$ cat src/rtl/pipe_stage_elastic.sv
// pipe_stage_elastic: valid/ready elastic pipeline buffer with flush and occupancy report
module pipe_stage_elastic #(
    parameter int WIDTH = 32,
    parameter int DEPTH = 2,
    localparam int CW = $clog2(DEPTH + 1)
) (
    input  logic             Clock,
    input  logic             nReset,
    input  logic             Flush,
    input  logic             InValid,
    output logic             InReady,
    input  logic [WIDTH-1:0] InData,
    output logic             OutValid,
    input  logic             OutReady,
    output logic [WIDTH-1:0] OutData,
    output logic [CW-1:0]    Count
);
    localparam int PW = (DEPTH > 1) ? $clog2(DEPTH) : 1;

    logic [WIDTH-1:0] r_mem [DEPTH];
    logic [PW-1:0]    r_wp;
    logic [PW-1:0]    r_rp;
    logic [CW-1:0]    r_count;
    logic             w_push;
    logic             w_pop;

    function automatic logic [PW-1:0] f_inc(input logic [PW-1:0] p);
        return (p == PW'(DEPTH - 1)) ? '0 : p + 1'b1;
    endfunction

    assign InReady  = r_count < CW'(DEPTH);
    assign OutValid = r_count != '0;
    assign OutData  = OutValid ? r_mem[r_rp] : '0;
    assign Count    = r_count;
    assign w_push   = InValid & InReady;
    assign w_pop    = OutValid & OutReady;

    // payload storage; contents are meaningless until the pointers say otherwise, so no reset
    always_ff @(posedge Clock) begin
        if (w_push && !Flush)
            r_mem[r_wp] <= InData;
    end

    // pointers and occupancy: reset beats flush, flush beats push/pop
    always_ff @(posedge Clock) begin
        if (!nReset || Flush) begin
            r_wp    <= '0;
            r_rp    <= '0;
            r_count <= '0;
        end else begin
            if (w_push)
                r_wp <= f_inc(r_wp);
            if (w_pop)
                r_rp <= f_inc(r_rp);
            r_count <= r_count + CW'(w_push) - CW'(w_pop);
        end
    end
endmodule

$ cat config.mk
export PLATFORM = sky130hd
export DESIGN_NAME = pipe_stage_elastic
export DESIGN_NICKNAME = d
export VERILOG_FILES = /design/src/rtl/pipe_stage_elastic.sv
export SDC_FILE = /design/constraint.sdc
export NUM_CORES = 1
export LEC_CHECK = 0
export CAP_MARGIN = 20
export CORE_UTILIZATION = 51
export DETAILED_ROUTE_END_ITERATION = 8
export PLACE_DENSITY_LB_ADDON = 0.05
export SLEW_MARGIN = 5
export SYNTH_ARGS = -nofsm -noshare
export SYNTH_HDL_FRONTEND = slang
export SYNTH_SLANG_ARGS = --single-unit
$ cat constraint.sdc
create_clock -name Clock -period 6.9 [get_ports Clock]
set_input_delay 1.38 -clock Clock [delete_from_list [all_inputs] [get_ports Clock]]
set_output_delay 1.38 -clock Clock [all_outputs]
set_load 0.01 [all_outputs]
* Word-level counts from Yosys, hierarchy flattened
Memories as Yosys holds them, arrays and structs flattened. A register that Yosys moved wholly into a read port is not among the register bits. Cells that the tools add are included. Widths: inputs -> output; s select.
Storage, ports and cells: register bits 4, latch bits 0, bits in writable memories 64, bits in read-only memories 0, input bits 37, output and inout bits 36, memories 1
Memory list:
- r_mem | words 2, width 32, rd ports 1, clocked after Yosys merged registers in 1, write ports 1, RTL line 20 | logic [WIDTH-1:0] r_mem [DEPTH];
Operators by class: add/subtract/negate cells 4, $mul 0, div/mod/pow operators 0, order comparisons 1, equal/unequal tests 0, shift-type cells 0, multiplexer cells 7, bitwise operators 2, reduce and logical (&&, ||, !) cells 5
Operator list (count):
- $mux 32 | 1
- $mux 1 | 6
- $add 1x1->1 const B | 2
- $add 2x1->2 | 1
- $and 1x1->1 | 2
- $logic_not 1->1 | 2
- $lt 2x2->1 const B | 1
- $reduce_bool 2->1 | 1
- $sub 2x1->2 | 1
- $logic_and 1x1->1 | 1
- $logic_or 1x1->1 | 1

* Depth between registers and ports, before layout
Gate-level depths: netlist of run 1.
word-level depth 5, mapped depth 6, gate-level depth less buffers 6

* Least setup slack after synthesis of run 1
Ideal clock, no wire load.
path kind input -> register, start point input InValid, end point memory r_mem[1][0] (enable), data arrival time 4.034 ns, data required time 6.432 ns, path slack 2.398 ns, stages on the path 2, buffers on the path 0, cell sequence or2b_1 > nor3b_1
Between the ends: longest elaborated chain between the ends 4
RTL lines:
- from (decl) | RTL line 10 | input logic InValid,
- $and 1x1->1 | RTL line 35 | assign w_push = InValid & InReady;
- $logic_and 1x1->1 | RTL line 40 | if (w_push && !Flush)
- $mux 1 | RTL line 40
- $mux 1 (not written as such) | RTL line 41 | r_mem[r_wp] <= InData;
- to (decl) | RTL line 20
No other way between the ends.

==> impl_metrics.py, run 1 <==
metrics = {
    "yosys": {
        "synth_top_family_by_area": "multiplexers",
        "synth.area.mux_share": 0.121,
        "synthCells": 165,
        "synth_top_area_frac": 0.725,
        "yosysWarnings": 0,
        "yosys.area_share.simple": 0.0750,
        "synth_fp_nets": 203,
        "synth_seq_cells": 69,
        "synth_compound_area_frac": 0.0104,
        "avgSynthCellArea_um2": 16.1,
        "yosysTopAreaCell": "edfxtp_1",
        "synthXorXnorAreaFrac": 0.00660,
        "yosys-top-cells-area": "edfxtp_1, mux2i_1, nor2_1",
        "ys_seq_area_frac": 0.762,
        "yosys.area_share.adder": 0.00472,
        "syn_area_mm2": 0.00265,
        "synth_cell_type_count": 19,
    },
    "clock_tree": {
        "postCtsSetupBuffers": 0,
        "cts-root-buf": "clkbuf_8",
        "hold_buffers": 0,
        "clockBufferDepth": 2,
        "cts_sinks": 69,
        "tritoncts": "done",
        "htreeDepth": 3,
        "cts_resized": 0,
        "clk_latency_ns": 0.34,
        "cts.clk_slew.worst_paths_ns": 0.07,
        "cts_buffers": 9,
    },
    "floorplanning": {
        "die-area_mm2": 0.00549,
        "die_y_um": 74.1,
        "die_x_um": 74.1,
        "initial_core_util": 0.547,
        "rows": 25,
        "core_area_mm2": 0.00485,
        "ioPinCount": 73,
    },
    "pwr": {
        "vdd_ir_drop_max_mv": 0.179,
        "power.density_mw_per_mm2": 236,
        "leakagePower_nw": 1.19,
        "power.total_w": 0.000858,
    },
    "sta": {
        "timing.final.crit_share": 0.522,
        "fin_tns_setup_ns": 0,
        "max_slew_margin": 0.348,
        "rsz0062_at_grt": "false",
        "finalClockSkew_ns": 0.00867,
        "finalMaxSlewViolations": 0,
        "min_period_ns": 3.60,
        "hold_viol_final": 0,
        "worst_pin_slew_ns": 0.978,
        "fmax_mhz": 278,
        "final-setup-viol-count": 0,
    },
    "grt": {
        "grt_pass1_wl_um": 7390,
        "track_usage": 0.194,
        "grt-ovfl-total": 0,
        "grt_max_degree": 34,
        "antenna_found_initial": 0,
        "grt_pass1_vias": 1539,
    },
    "setup_path": {
        "critPathCaptureType": "primary output",
        "r2r-start": "Count[1]",
        "endpoint": "OutData[14]",
        "startpoint_type": "flop",
        "arrival_ns": 2.22,
        "path_max_fanout": 32,
        "reg2regPathDepth": 3,
        "critical_path_class": "reg2out",
        "rr_endpoint": "r_mem[1][25]",
        "r2r_setup_slack_ns": 5.32,
        "cp.required_ns": 5.52,
    },
    "min_path": {
        "hp-class": "reg2reg",
    },
    "final_layout": {
        "n_fill_cell": 301,
        "multiInputGateArea_um2": 589,
        "antenna_cells": 0,
        "final_nets": 282,
        "final-seq-area_mm2": 0.00202,
        "layout-drive-gt1-share": 0.0803,
        "area_growth_pct": 36.9,
    },
    "placement": {
        "place_hpwl_um": 3200,
        "gp_congestion": 0.646,
        "io_buffers": 72,
    },
    "routing": {
        "wl_per_cell_um": 15.3,
        "drt_first_pass_iters": 4,
        "via_count": 1559,
        "wirelength_um": 4830,
        "drtAntennaViolNets": 0,
        "drtIter0Drc": 82,
        "drc": 0,
        "vias_per_cell": 4.93,
    },
    "run": {
        "drv_cap": 0,
    },
    "status": {
        "outcome": "finished, final reports clean",
    },
}
power breakdown:
part            total, W  leakage [nW]  switching, W  internal (W)
sequential      0.000477         0.629    0.00000583      0.000471
combinational  0.0000784         0.463     0.0000337     0.0000446
clock           0.000302        0.0953      0.000141      0.000161
total           0.000858          1.19      0.000181      0.000677
state kept, by name, indices dropped and copies added (netlist names), named ones only:
register	flops
r_mem	64
Count	2
r_rp	1
r_wp	1
Yosys cell counts:
cell,instances
o21a_1,1
inv_1,3
o21ai_0,2
mux2i_1,32
buf_2,4
or2b_1,1
dfxtp_1,5
nor3b_1,1
nand3_1,1
buf_4,3
a21oi_1,2
nand2b_1,1
xor2_1,2
nor3_1,3
nor2_1,37
and4bb_1,1
nor2b_1,1
ha_1,1
edfxtp_1,64
critical path: stages (launching register included):
cell	delay, ns
dfxtp_2	0.98
mux2i_1	0.20
nor2_1	0.14
clkdlybuf4s50_1	0.55
how the worst min path moves through the flow:
| stage | start | to | depth (start not counted) |
|---|---|---|---|
| after floorplan | r_rp | flop | 2 |
| after global placement | r_rp | r_rp | 2 |
| after detailed placement | r_rp | flop | 2 |
| after CTS | r_rp | flop | 2 |
| after global routing | r_rp | flop | 2 |
| final | r_rp | flop | 2 |
layout by cell type, fill, tap and decap left out, drive strengths merged, types with 2 or more instances in the layout:
cell           instances
a21oi                  2
buf                    3
clkbuf                 9
clkdlybuf4s50         72
clkinv                 6
dfxtp                  5
edfxtp                64
inv                    3
mux2i                 32
nor2                  37
nor3                   3
o21ai                  2
xor2                   2
cell type report:
type	instances	area share
sequential	69	0.557
timing repair buffer	75	0.205
multi-input combinational	86	0.162
clock buffer	9	0.0341
tap	67	0.0231
clock inverter	7	0.0155
inverter	3	0.00310
per-layer routing:
metal | GRT usage | vias up | share of wire
met4 | 0.0876 | 0 | 0.020
met1 | 0.219 | 731 | 0.40
met3 | 0.0691 | 12 | 0.064
met2 | 0.332 | 53 | 0.51
met5 | 0 | - | 0
li1 | - | 763 | -
stage by stage:
| step | setup slack, ns | util | cells | instance area (µm²) | hold WS, ns |
|---|---|---|---|---|---|
| floorplan | 2.40 | - | 165 | 2650 | 0.472 |
| global placement | 3.68 | 0.712 | 300 | 3450 | 0.489 |
| detailed placement | 3.63 | 0.712 | 300 | 3450 | 0.488 |
| CTS | 3.24 | 0.749 | 316 | 3630 | 0.505 |
| global route | 3.13 | 0.749 | 316 | 3630 | 0.522 |
| finish | 3.30 | 0.749 | 316 | 3630 | 0.509 |
cells by family (layout without fill, tap and decap cells):
family	after synthesis	in the layout
multiplexers	32	32
flip-flops	69	69
AO/OA/AOI/OAI	5	5
adder cells (fa/ha/maj)	1	1
AND/OR/NAND/NOR	46	46
XOR/XNOR	2	2
buffers and inverters	10	94
Power figures use the tool's default switching activity.
==> run 2, diff against run 1 <==
--- a/config.mk
+++ b/config.mk
@@ -6,7 +6,7 @@
 export NUM_CORES = 1
 export LEC_CHECK = 0
 export CAP_MARGIN = 20
-export CORE_UTILIZATION = 51
+export CORE_UTILIZATION = 43
 export DETAILED_ROUTE_END_ITERATION = 8
 export PLACE_DENSITY_LB_ADDON = 0.05
 export SLEW_MARGIN = 5
==> constraint.sdc (replaced) <==
create_clock -name Clock -period 3 [get_ports Clock]
set_input_delay 0.6 -clock Clock [delete_from_list [all_inputs] [get_ports Clock]]
set_output_delay 0.6 -clock Clock [all_outputs]
set_load 0.01 [all_outputs]
==> impl_metrics.py, run 2 (same netlist as run 1, synthesis figures left out) <==
metrics = {
    "floorplanning": {
        "rows": 28,
        "initial_core_util": 0.448,
        "core_area_mm2": 0.00592,
        "ioPinCount": 73,
        "die_y_um": 80.5,
        "die-area_mm2": 0.00649,
        "die_x_um": 80.5,
    },
    "final_layout": {
        "final_area_mm2": 0.00370,
        "layout-drive-gt1-share": 0.0952,
        "multiInputGateArea_um2": 602,
        "top_register": "r_mem",
        "n_fill_cell": 466,
        "final-seq-area_mm2": 0.00202,
        "mostFrequentLayoutCell": "clkdlybuf4s50_1",
        "final_nets": 285,
        "area_growth_pct": 39.5,
        "final_cell_mix": "clkdlybuf4s50_1, edfxtp_1, nor2_1",
        "antenna_cells": 0,
        "stdcell_count": 327,
        "largest_reg_flops": 64,
    },
    "grt": {
        "grt-ovfl-total": 0,
        "grt_pass1_vias": 1590,
        "grt_max_degree": 34,
        "track_usage": 0.159,
        "antenna_found_initial": 0,
        "grt_pass1_wl_um": 7340,
    },
    "clock_tree": {
        "cts-root-buf": "clkbuf_8",
        "cts_sinks": 69,
        "clk_latency_ns": 0.33,
        "hold_buffers": 0,
        "clockBufferDepth": 2,
        "cts.clk_slew.worst_paths_ns": 0.07,
        "cts_buffers": 9,
        "postCtsSetupBuffers": 0,
        "htreeDepth": 3,
        "cts_resized": 0,
        "tritoncts": "done",
    },
    "placement": {
        "place_area_mm2": 0.00351,
        "gp_congestion": 0.760,
        "io_buffers": 72,
        "place_hpwl_um": 3130,
        "dp.cells": 311,
    },
    "min_path": {
        "hp-class": "reg2reg",
    },
    "routing": {
        "vias_per_cell": 4.80,
        "drt_first_pass_iters": 4,
        "drtAntennaViolNets": 0,
        "top_layer": "met4",
        "wirelength_um": 4680,
        "via_count": 1568,
        "met3_length_um": 209,
        "drc": 0,
        "drtIter0Drc": 40,
        "wl_met1_um": 2020,
        "wl_per_cell_um": 14.3,
        "wl_met2_um": 2390,
    },
    "sta": {
        "max_slew_margin": 0.758,
        "finalMaxSlewViolations": 0,
        "holdWs_ns": 0.510,
        "min_period_ns": 2.48,
        "worst_pin_slew_ns": 0.362,
        "rsz0062_at_grt": "false",
        "fmax_mhz": 403,
        "hold_viol_final": 0,
        "fin_tns_setup_ns": 0,
        "finalClockSkew_ns": 0.00444,
        "timing.final.crit_share": 0.828,
        "final-setup-viol-count": 0,
    },
    "pwr": {
        "power.density_mw_per_mm2": 541,
        "power.total_w": 0.00200,
        "leakagePower_nw": 1.21,
        "vdd_ir_drop_max_mv": 0.375,
    },
    "setup_path": {
        "critical_path_class": "reg2out",
        "cp.required_ns": 2.40,
        "arrival_ns": 1.88,
        "path_max_fanout": 25,
        "startpoint_type": "flop",
        "critPathCaptureType": "primary output",
    },
    "run": {
        "drv_cap": 0,
    },
    "status": {
        "outcome": "finished, final reports clean",
    },
}
-- run 2: layer usage --
layer	vias up	GRT usage
met4	0	0.0857
li1	766	-
met3	7	0.0364
met2	45	0.272
met1	750	0.184
met5	-	0
-- run 2: worst max-delay path, stage by stage, from the launching register on --
cell             delay, ns
dfxtp_2               0.49
buf_12                0.25
mux2i_1               0.24
nor2_1                0.06
clkdlybuf4s50_1       0.49
-- run 2: worst paths after layout --
check / slack [ns] / to / depth (start not counted) / startpoint
min reg2reg: 0.51 / r_rp / 2 / r_rp
min: 0.51 / r_rp / 2 / r_rp
max reg2reg: 1.51 / r_mem[1][13] / 3 / Count[1]
max: 0.52 / OutData[10] / 4 / flop
-- run 2: power by group --
| part | internal, W | switching [W] | total, W |
|---|---|---|---|
| logic | 0.000105 | 0.0000811 | 0.000186 |
| registers | 0.00108 | 0.0000102 | 0.00109 |
| clock network | 0.000404 | 0.000315 | 0.000720 |
| total | 0.00159 | 0.000407 | 0.00200 |
-- run 2: through the flow --
step,utilization,setup slack [ns]
2_1_floorplan,-,0.397
4_1_cts,0.625,0.487
5_1_grt,0.625,0.427
3_3_place_gp,0.593,0.734
6_report,0.625,0.517
3_5_place_dp,0.593,0.712
-- run 2: final cells by class --
class | instances | share of cell area
tap | 75 | 0.0254
inverter | 3 | 0.00304
sequential | 69 | 0.547
timing repair buffer | 78 | 0.210
multi-input combinational | 86 | 0.163
clock inverter | 4 | 0.0128
clock buffer | 12 | 0.0392
==> run 3, diff against run 2 <==
==> constraint.sdc (replaced) <==
create_clock -name Clock -period 2 [get_ports Clock]
set_input_delay 0.4 -clock Clock [delete_from_list [all_inputs] [get_ports Clock]]
set_output_delay 0.4 -clock Clock [all_outputs]
set_load 0.01 [all_outputs]
==> impl_metrics.py, run 3 (same netlist as run 1, synthesis figures left out) <==
metrics = {
    "setup_path": {
        "path_max_fanout": 20,
        "cp.required_ns": 1.60,
        "critPathCaptureType": "primary output",
        "critical_path_class": "reg2out",
        "startpoint_type": "flop",
        "arrival_ns": 1.66,
    },
    "grt": {
        "grt_max_degree": 34,
        "track_usage": 0.160,
        "grt_pass1_vias": 1593,
        "antenna_found_initial": 0,
        "grt-ovfl-total": 0,
        "grt_pass1_wl_um": 7420,
    },
    "routing": {
        "wl_per_cell_um": 15.0,
        "drtIter0Drc": 70,
        "vias_per_cell": 4.83,
        "via_count": 1594,
        "wirelength_um": 4960,
        "drtAntennaViolNets": 0,
        "drc": 0,
        "drt_first_pass_iters": 4,
    },
    "clock_tree": {
        "cts.clk_slew.worst_paths_ns": 0.07,
        "clockBufferDepth": 2,
        "cts-root-buf": "clkbuf_8",
        "cts_buffers": 9,
        "clk_latency_ns": 0.33,
        "tritoncts": "done",
        "cts_sinks": 69,
        "htreeDepth": 3,
    },
    "sta": {
        "hold_viol_final": 0,
        "fmax_mhz": 486,
        "min_period_ns": 2.06,
        "finalClockSkew_ns": 0.00620,
        "worst_pin_slew_ns": 0.271,
        "final-setup-viol-count": 11,
        "max_slew_margin": 0.819,
        "finalMaxSlewViolations": 0,
        "fin_tns_setup_ns": -0.270,
        "fin_ws_ns": -0.0573,
        "timing.final.crit_share": 1.03,
        "rsz0062_at_grt": "true",
    },
    "min_path": {
        "hp-class": "reg2reg",
    },
    "floorplanning": {
        "rows": 28,
        "ioPinCount": 73,
        "die_x_um": 80.5,
        "die-area_mm2": 0.00649,
        "initial_core_util": 0.448,
        "core_area_mm2": 0.00592,
        "die_y_um": 80.5,
    },
    "pwr": {
        "leakagePower_nw": 1.40,
        "power.total_w": 0.00326,
        "power.density_mw_per_mm2": 853,
        "vdd_ir_drop_max_mv": 0.507,
    },
    "final_layout": {
        "layout-drive-gt1-share": 0.114,
        "antenna_cells": 0,
        "area_growth_pct": 44.0,
        "final_area_mm2": 0.00382,
        "utilization": 0.645,
        "final_cell_mix": "edfxtp_1, clkdlybuf4s50_1, nor2_1",
        "multiInputGateArea_um2": 607,
        "mostFrequentLayoutCell": "edfxtp_1",
        "final-seq-area_mm2": 0.00203,
        "top_register": "r_mem",
        "n_fill_cell": 440,
        "largest_reg_flops": 64,
        "final_nets": 288,
    },
    "placement": {
        "gp_congestion": 0.685,
        "io_buffers": 72,
        "place_area_mm2": 0.00355,
        "place_hpwl_um": 3210,
        "pre_cts_slack_ns": -0.0798,
    },
    "status": {
        "outcome": "complete, but fails checks",
        "violations": "negative setup slack",
    },
    "run": {
        "drv_cap": 0,
    },
}
[run 3: worst paths after layout]
check / startpoint / to / slack [ns] / depth (start not counted)
setup / recovery: flop / OutData[0] / -0.06 / 4
hold / removal: r_rp / r_rp / 0.55 / 2
setup reg to reg: Count[1] / r_mem[1][30] / 0.52 / 3
hold reg to reg: r_rp / r_rp / 0.55 / 2
[run 3: cell type report]
class	count	area share
sequential	69	0.530
clock buffer	9	0.0324
multi-input combinational	86	0.159
clock inverter	7	0.0298
timing repair buffer	81	0.221
inverter	3	0.00295
tap	75	0.0246
[run 3: what timing repair did]
item,in CTS,in global routing
gates resized for setup,21,4
hold buffers,0,0
setup endpoints to repair,33,15
gates cloned,0,1
setup buffers,0,1
[run 3: stage by stage]
step	std cells	hold slack [ns]
2_1_floorplan	165	0.472
3_3_place_gp	312	0.496
3_5_place_dp	312	0.534
4_1_cts	328	0.550
5_1_grt	330	0.567
6_report	330	0.549
[run 3: critical path, cell delays in order, from the launching register on]
cell and delay (ns):
dfxtp_2 0.36, buf_12 0.19, mux2i_1 0.24, nor2_1 0.06
clkdlybuf4s50_1 0.48
[run 3: where the power goes]
part | switching [W] | internal [W] | leakage [nW]
sequential | 0.0000155 | 0.00163 | 0.630
combinational | 0.000130 | 0.000166 | 0.658
clock | 0.000501 | 0.000822 | 0.115
total | 0.000646 | 0.00261 | 1.40
[run 3: metal layers]
layer,up-vias,part of all wire,GRT usage
met5,-,0,0
met3,10,0.049,0.0489
met1,764,0.41,0.182
met4,0,0.019,0.0661
met2,47,0.53,0.277
li1,773,-,-
